==> src/rtl/alu_pe_scheduler.sv <==
// Request router and response arbiter for one ALU block's processing elements (INT, MULDIV, DOT8).
// Optional performance counters are enabled by defining ALU_PE_SCHED_PERF_EN.
module alu_pe_scheduler #(
   parameter int PE_COUNT = 3,
   parameter int DATA_W   = 64,
   parameter int RSP_W    = 64,
   parameter int CREDITS  = 4,
   localparam int SEL_W   = (PE_COUNT > 1) ? $clog2(PE_COUNT) : 1,
   localparam int CNT_W   = $clog2(CREDITS + 1)
) (
   input  logic                      clk,
   input  logic                      reset,
   input  logic                      req_valid,
   input  logic [DATA_W-1:0]         req_data,
   input  logic [SEL_W-1:0]          req_pe_sel,
   output logic                      req_ready,
   output logic [PE_COUNT-1:0]       pe_req_valid,
   output logic [DATA_W-1:0]         pe_req_data,
   input  logic [PE_COUNT-1:0]       pe_req_ready,
   input  logic [PE_COUNT-1:0]       pe_rsp_valid,
   input  logic [PE_COUNT*RSP_W-1:0] pe_rsp_data,
   output logic [PE_COUNT-1:0]       pe_rsp_ready,
   output logic                      rsp_valid,
   output logic [RSP_W-1:0]          rsp_data,
   output logic [SEL_W-1:0]          rsp_pe_id,
   input  logic                      rsp_ready,
`ifdef ALU_PE_SCHED_PERF_EN
   output logic [31:0]               perf_credit_stall,
   output logic [31:0]               perf_rsp_stall,
`endif
   output logic                      busy,
   output logic                      err
);

   typedef struct packed {
      logic [RSP_W-1:0] data;
      logic [SEL_W-1:0] pe_id;
   } buf_entry_t;

   logic [CNT_W-1:0] cnt [PE_COUNT];
   logic [SEL_W-1:0] rr_ptr;
   buf_entry_t       buf_mem [2];
   logic             wr_ptr;
   logic             rd_ptr;
   logic [1:0]       buf_cnt;

   logic             sel_ok;
   logic [CNT_W-1:0] cnt_s;
   logic             rdy_s;
   logic             has_credit;
   logic             req_fire;
   logic             gnt_found;
   logic [SEL_W-1:0] gnt_idx;
   logic [RSP_W-1:0] gnt_data;
   logic             buf_free;
   logic             push;
   logic             pop;
   logic             underflow;
   logic             any_cnt;

   // Request routing: only an in-range select can see a credit or a ready.
   always_comb begin
      sel_ok = 1'b0;
      cnt_s  = '0;
      rdy_s  = 1'b0;
      for (int i = 0; i < PE_COUNT; i++) begin
         if (req_pe_sel == SEL_W'(i)) begin
            sel_ok = 1'b1;
            cnt_s  = cnt[i];
            rdy_s  = pe_req_ready[i];
         end
      end
      has_credit   = sel_ok && (cnt_s < CNT_W'(CREDITS));
      req_ready    = has_credit && rdy_s;
      req_fire     = req_valid && req_ready;
      pe_req_valid = '0;
      for (int i = 0; i < PE_COUNT; i++) begin
         pe_req_valid[i] = req_valid && has_credit && (req_pe_sel == SEL_W'(i));
      end
      pe_req_data = req_data;
   end

   // Cyclic search from rr_ptr; free slot uses registered occupancy so a full buffer never pushes.
   always_comb begin
      gnt_found = 1'b0;
      gnt_idx   = '0;
      for (int k = 0; k < PE_COUNT; k++) begin
         if (!gnt_found && pe_rsp_valid[(int'(rr_ptr) + k) % PE_COUNT]) begin
            gnt_found = 1'b1;
            gnt_idx   = SEL_W'((int'(rr_ptr) + k) % PE_COUNT);
         end
      end
      gnt_data = '0;
      for (int i = 0; i < PE_COUNT; i++) begin
         if (gnt_idx == SEL_W'(i)) gnt_data = pe_rsp_data[i*RSP_W +: RSP_W];
      end
      buf_free     = (buf_cnt != 2'd2);
      push         = gnt_found && buf_free;
      pe_rsp_ready = '0;
      if (push) pe_rsp_ready[gnt_idx] = 1'b1;
      pop       = (buf_cnt != 2'd0) && rsp_ready;
      underflow = 1'b0;
      any_cnt   = 1'b0;
      for (int i = 0; i < PE_COUNT; i++) begin
         if (pe_rsp_valid[i] && pe_rsp_ready[i] && (cnt[i] == '0) &&
             !(req_fire && (req_pe_sel == SEL_W'(i))))
            underflow = 1'b1;
         if (cnt[i] != '0) any_cnt = 1'b1;
      end
   end

   always_ff @(posedge clk) begin
      if (reset) begin
         for (int i = 0; i < PE_COUNT; i++) cnt[i] <= '0;
         rr_ptr  <= '0;
         wr_ptr  <= 1'b0;
         rd_ptr  <= 1'b0;
         buf_cnt <= 2'd0;
         err     <= 1'b0;
      end else begin
         for (int i = 0; i < PE_COUNT; i++) begin
            if (req_fire && (req_pe_sel == SEL_W'(i)) && !(pe_rsp_valid[i] && pe_rsp_ready[i]))
               cnt[i] <= cnt[i] + CNT_W'(1);
            else if (!(req_fire && (req_pe_sel == SEL_W'(i))) && pe_rsp_valid[i] &&
                     pe_rsp_ready[i] && (cnt[i] != '0))
               cnt[i] <= cnt[i] - CNT_W'(1);
         end
         if (push) begin
            rr_ptr <= SEL_W'((int'(gnt_idx) + 1) % PE_COUNT);
            wr_ptr <= ~wr_ptr;
         end
         if (pop) rd_ptr <= ~rd_ptr;
         case ({push, pop})
            2'b10:   buf_cnt <= buf_cnt + 2'd1;
            2'b01:   buf_cnt <= buf_cnt - 2'd1;
            default: buf_cnt <= buf_cnt;
         endcase
         if ((req_valid && !sel_ok) || underflow) err <= 1'b1;
      end
   end

   always_ff @(posedge clk) begin
      if (push) buf_mem[wr_ptr] <= '{data: gnt_data, pe_id: gnt_idx};
   end

   assign rsp_valid = (buf_cnt != 2'd0);
   assign rsp_data  = buf_mem[rd_ptr].data;
   assign rsp_pe_id = buf_mem[rd_ptr].pe_id;
   assign busy      = any_cnt || (buf_cnt != 2'd0);

`ifdef ALU_PE_SCHED_PERF_EN
   logic credit_full;
   assign credit_full = sel_ok && (cnt_s == CNT_W'(CREDITS));

   always_ff @(posedge clk) begin
      if (reset) begin
         perf_credit_stall <= '0;
         perf_rsp_stall    <= '0;
      end else begin
         if (req_valid && credit_full && (perf_credit_stall != '1))
            perf_credit_stall <= perf_credit_stall + 32'd1;
         if (rsp_valid && !rsp_ready && (perf_rsp_stall != '1))
            perf_rsp_stall <= perf_rsp_stall + 32'd1;
      end
   end
`endif

endmodule

==> config.mk <==
export PLATFORM = sky130hd
export DESIGN_NAME = alu_pe_scheduler
export DESIGN_NICKNAME = d
export VERILOG_FILES = /design/src/rtl/alu_pe_scheduler.sv
export SDC_FILE = /design/constraint.sdc
export NUM_CORES = 1
export LEC_CHECK = 0
export BUFFER_PORTS_ARGS = -buffer_cell sky130_fd_sc_hd__buf_2
export CAP_MARGIN = 15
export CORE_AREA = 2 2 158 160
export CTS_BUF_LIST = sky130_fd_sc_hd__clkbuf_2 sky130_fd_sc_hd__clkbuf_4 sky130_fd_sc_hd__clkbuf_8
export CTS_CLUSTER_SIZE = 12
export DETAILED_ROUTE_END_ITERATION = 10
export DIE_AREA = 0 0 160 162
export SLEW_MARGIN = 5
export SYNTH_ARGS = -nofsm -noshare
export SYNTH_HDL_FRONTEND = slang
export SYNTH_SLANG_ARGS = --single-unit
==> constraint.sdc <==
create_clock -name clk -period 7.66 [get_ports clk]
set_input_delay 0 -clock clk [delete_from_list [all_inputs] [get_ports clk]]
set_output_delay 0 -clock clk [all_outputs]
set_load 0.01 [all_outputs]
==> results.md <==
- Synth Cell Area: 0.00788 mm²
- Initial antenna violation count: 2
- Leak: 4.16 nW
- Number of clock sinks: 149
- Clock tree buffer depth: 2
- Final Max Tran Viols: 0
- Ys Warns: 0
- ANT nets after route: 0
- Count leader, synth: edfxtp_1
- Setup Buffers After CTS: 0
- Die Height: 162 µm
- Final setup violation count: 0
- CP max stage cell: buf_4
- Cell Pwr Density: 459 mW/mm²
- Slew headroom: about 33%
- Share of layout cells above drive strength 1: 41.6%
- DR WL/cell: roughly 17 µm
- Placed insts: between 1000 and 1500
- Die ar.: 0.0259 mm²
- CP Cell Sequence: inv_1, ha_1, inv_1, mux2i_1, nand2_1, o21ai_0, a22oi_1, nor2b_1, ha_2, buf_4, nor2b_4, buf_4, a22oi_1, o21ai_0, dlygate4sd3_1
- Crit path DAT: around 4.8 ns
- Port bufs: about 280
- H-tree depth: 4
- Cell variety after synth: 54
- Worst-path clk slew: 0.10 ns
- Pin count of the biggest net entering global routing: between 70 and 80
- Area growth syn-to-layout: 31.3%
- Final WL: around 21000 µm
- Seq cells post-synth: 149
- Cell Rows: 57
- Maximum vdd drop: about 280 µV
- Worst slew pin tran: 1.01 ns
- Mapped Nets: 944
- TritonCTS clock tree: done
- Synth top area share: 53.7%
- Initial DRC count: 363
- Synth top area cells: edfxtp_1, mux2_2, a22oi_1
- Clk_skew: between 0.015 and 0.02 ns
- Post-synth top flop: edfxtp_1
- WHS: 0.00000390 ns
- Multi-input gate area: ~0.0028 mm²
- Commonest cells in the netlist: edfxtp_1, nand2_1, o21ai_0, mux2_2, a22oi_1
- Placer Congestion: 0.824
- Final cycle utilization of the critical path: 59.9%
- RSZ-0062 raised after global routing: no
- Maximum fanout along the worst path: between 60 and 70
- Fin crit period: 4.59 ns
- Layout Utilization: 43.0%
- Worst path max stage delay: between 0.6 and 0.7 ns
- Max-cap violations: 0
- Core Area: roughly 0.024 mm²
- Worst skew pair latency: around 0.44 ns
- DP HPWL: 13800 µm
- I/O pin count: 408
- Non-Filler Instances: 1284
- Nets: around 1200
- DRC errors left: 0
- EDFF count, synth: ~140
- Asr flop ratio synth: 0%
- Min-delay worst type: primary input to primary output
- Pre-CTS setup slack: 3.60 ns
- Via count of the routed design: 6221
- Setup ws final: between 3 and 4 ns
- Biggest area consumer among synthesized cells: edfxtp_1
- CTS root buf: clkbuf_8
- Total global-route track usage: roughly 16%
- CP Class: flip-flop to flip-flop
- Initial Utilization: ~33%
- Fillers: 2320
- First-pass GRT wire length: 32900 µm
- Register area: 0.00440 mm²
- Grt ovf: 0
- Detailed Routing Iterations Pass 1: 4
- CP startpoint kind: flip-flop
- Cts bufs inserted: 17
- Highest clock rate: 0.218 GHz
- Vias in the first global route: 6330
- Worst Path Required: 7.85 ns
- Status: finished clean
- Vias per cell: 4.85
- Die Width: 160 µm
- Fin Setup TNS: 0 ns
- Worst setup EP type: flip-flop
- Mean area per synthesized cell: between 10 and 15 µm²
- Post-Syn Instances: 663
- Final Hold Fails: 0
- Seq/Total Area, Yosys: between 50% and 60%
## critical path: cells and delay by family, from the launching register on
family,cells,cell delay (ns)
mux,1,0.32
buf+inv,5,1.91
fa+ha+maj,2,0.61
compound gates,4,0.63
simple gates,3,0.46
flops,1,0.39
## sequential cells by signal, summed over array words and instances, names as in the netlist, named ones only
signal   count
err          1
buf_mem    132
rd_ptr       1
wr_ptr       1
buf_cnt      2
rr_ptr       2
cnt          9
## power by group
part,internal [mW],switching (mW),leakage [nW]
logic,0.942,1.42,2.53
registers,1.64,0.152,1.46
clock network,0.264,0.326,0.180
## cell type report
cell class                      count  area share, %
Timing Repair Buffer              368           22.0
Tap cell                          324           3.92
Sequential cell                   149           42.5
Clock buffer                       17           2.26
Multi-Input combinational cell    398           27.5
Inverter                           12          0.435
Antenna cell                        2         0.0483
Clock inverter                     14           1.39
## layer usage
layer	vias up	share of wire [%]	global-route usage [%]
met5	-	0	0
met4	0	2.5	6.43
met3	51	6.5	4.44
met2	257	49	28.0
met1	2951	42	19.2
li1	2962	-	-
## metrics by stage
stage | instance area, µm² | power [mW]
detailed placement | 9120 | 4.04
finish | 10400 | 4.75
global route | 10400 | 5.11
floorplan | 7880 | 3.28
CTS | 10300 | 4.79
global placement | 9120 | 3.98
## final timing paths
| kind | slack [ns] | cells after the start | from | to |
|---|---|---|---|---|
| worst min register to register | 0.53 | 2 | buf_cnt[1]$_SDFFE_PP0P_ | buf_cnt[1]$_SDFFE_PP0P_ |
| worst max register to register | 3.07 | 15 | rr_ptr[0]$_SDFFE_PP0N_ | buf_mem[0][24]$_DFFE_PP_ |
| worst max-delay path | 3.07 | 15 | rr_ptr[0]$_SDFFE_PP0N_ | buf_mem[0][24]$_DFFE_PP_ |
| worst min-delay path | 0.000004 | 0 | req_data[41] | pe_req_data[41] |
## cells by family after synthesis
family	share of synthesized area [%]
xor+xnor	0.889
fa+ha+maj	2.25
flops	55.7
mux	10.3
simple gates	9.17
buf+inv	8.60
compound gates	13.0
## what timing repair did
action                    CTS  global route
gates resized for setup     0             0
hold buffers               85             0
hold endpoints to repair  135             0
## placed cells by master (no fill, tap or decap), drive strengths merged, types with 4 or more instances in the layout
| master | count |
|---|---|
| nor3 | 12 |
| mux2i | 4 |
| ha | 11 |
| inv | 18 |
| clkinvlp | 4 |
| dfxtp | 8 |
| nand2 | 75 |
| clkbuf | 17 |
| nor2 | 15 |
| dlygate4sd3 | 85 |
| mux2 | 68 |
| nand3b | 5 |
| edfxtp | 141 |
| a22oi | 66 |
| and3 | 5 |
| o21ai | 72 |
| and2 | 5 |
| buf | 283 |
| nand3 | 4 |
| nand2b | 9 |
| xnor2 | 5 |
Note: power is estimated with default switching activity, not from simulation.
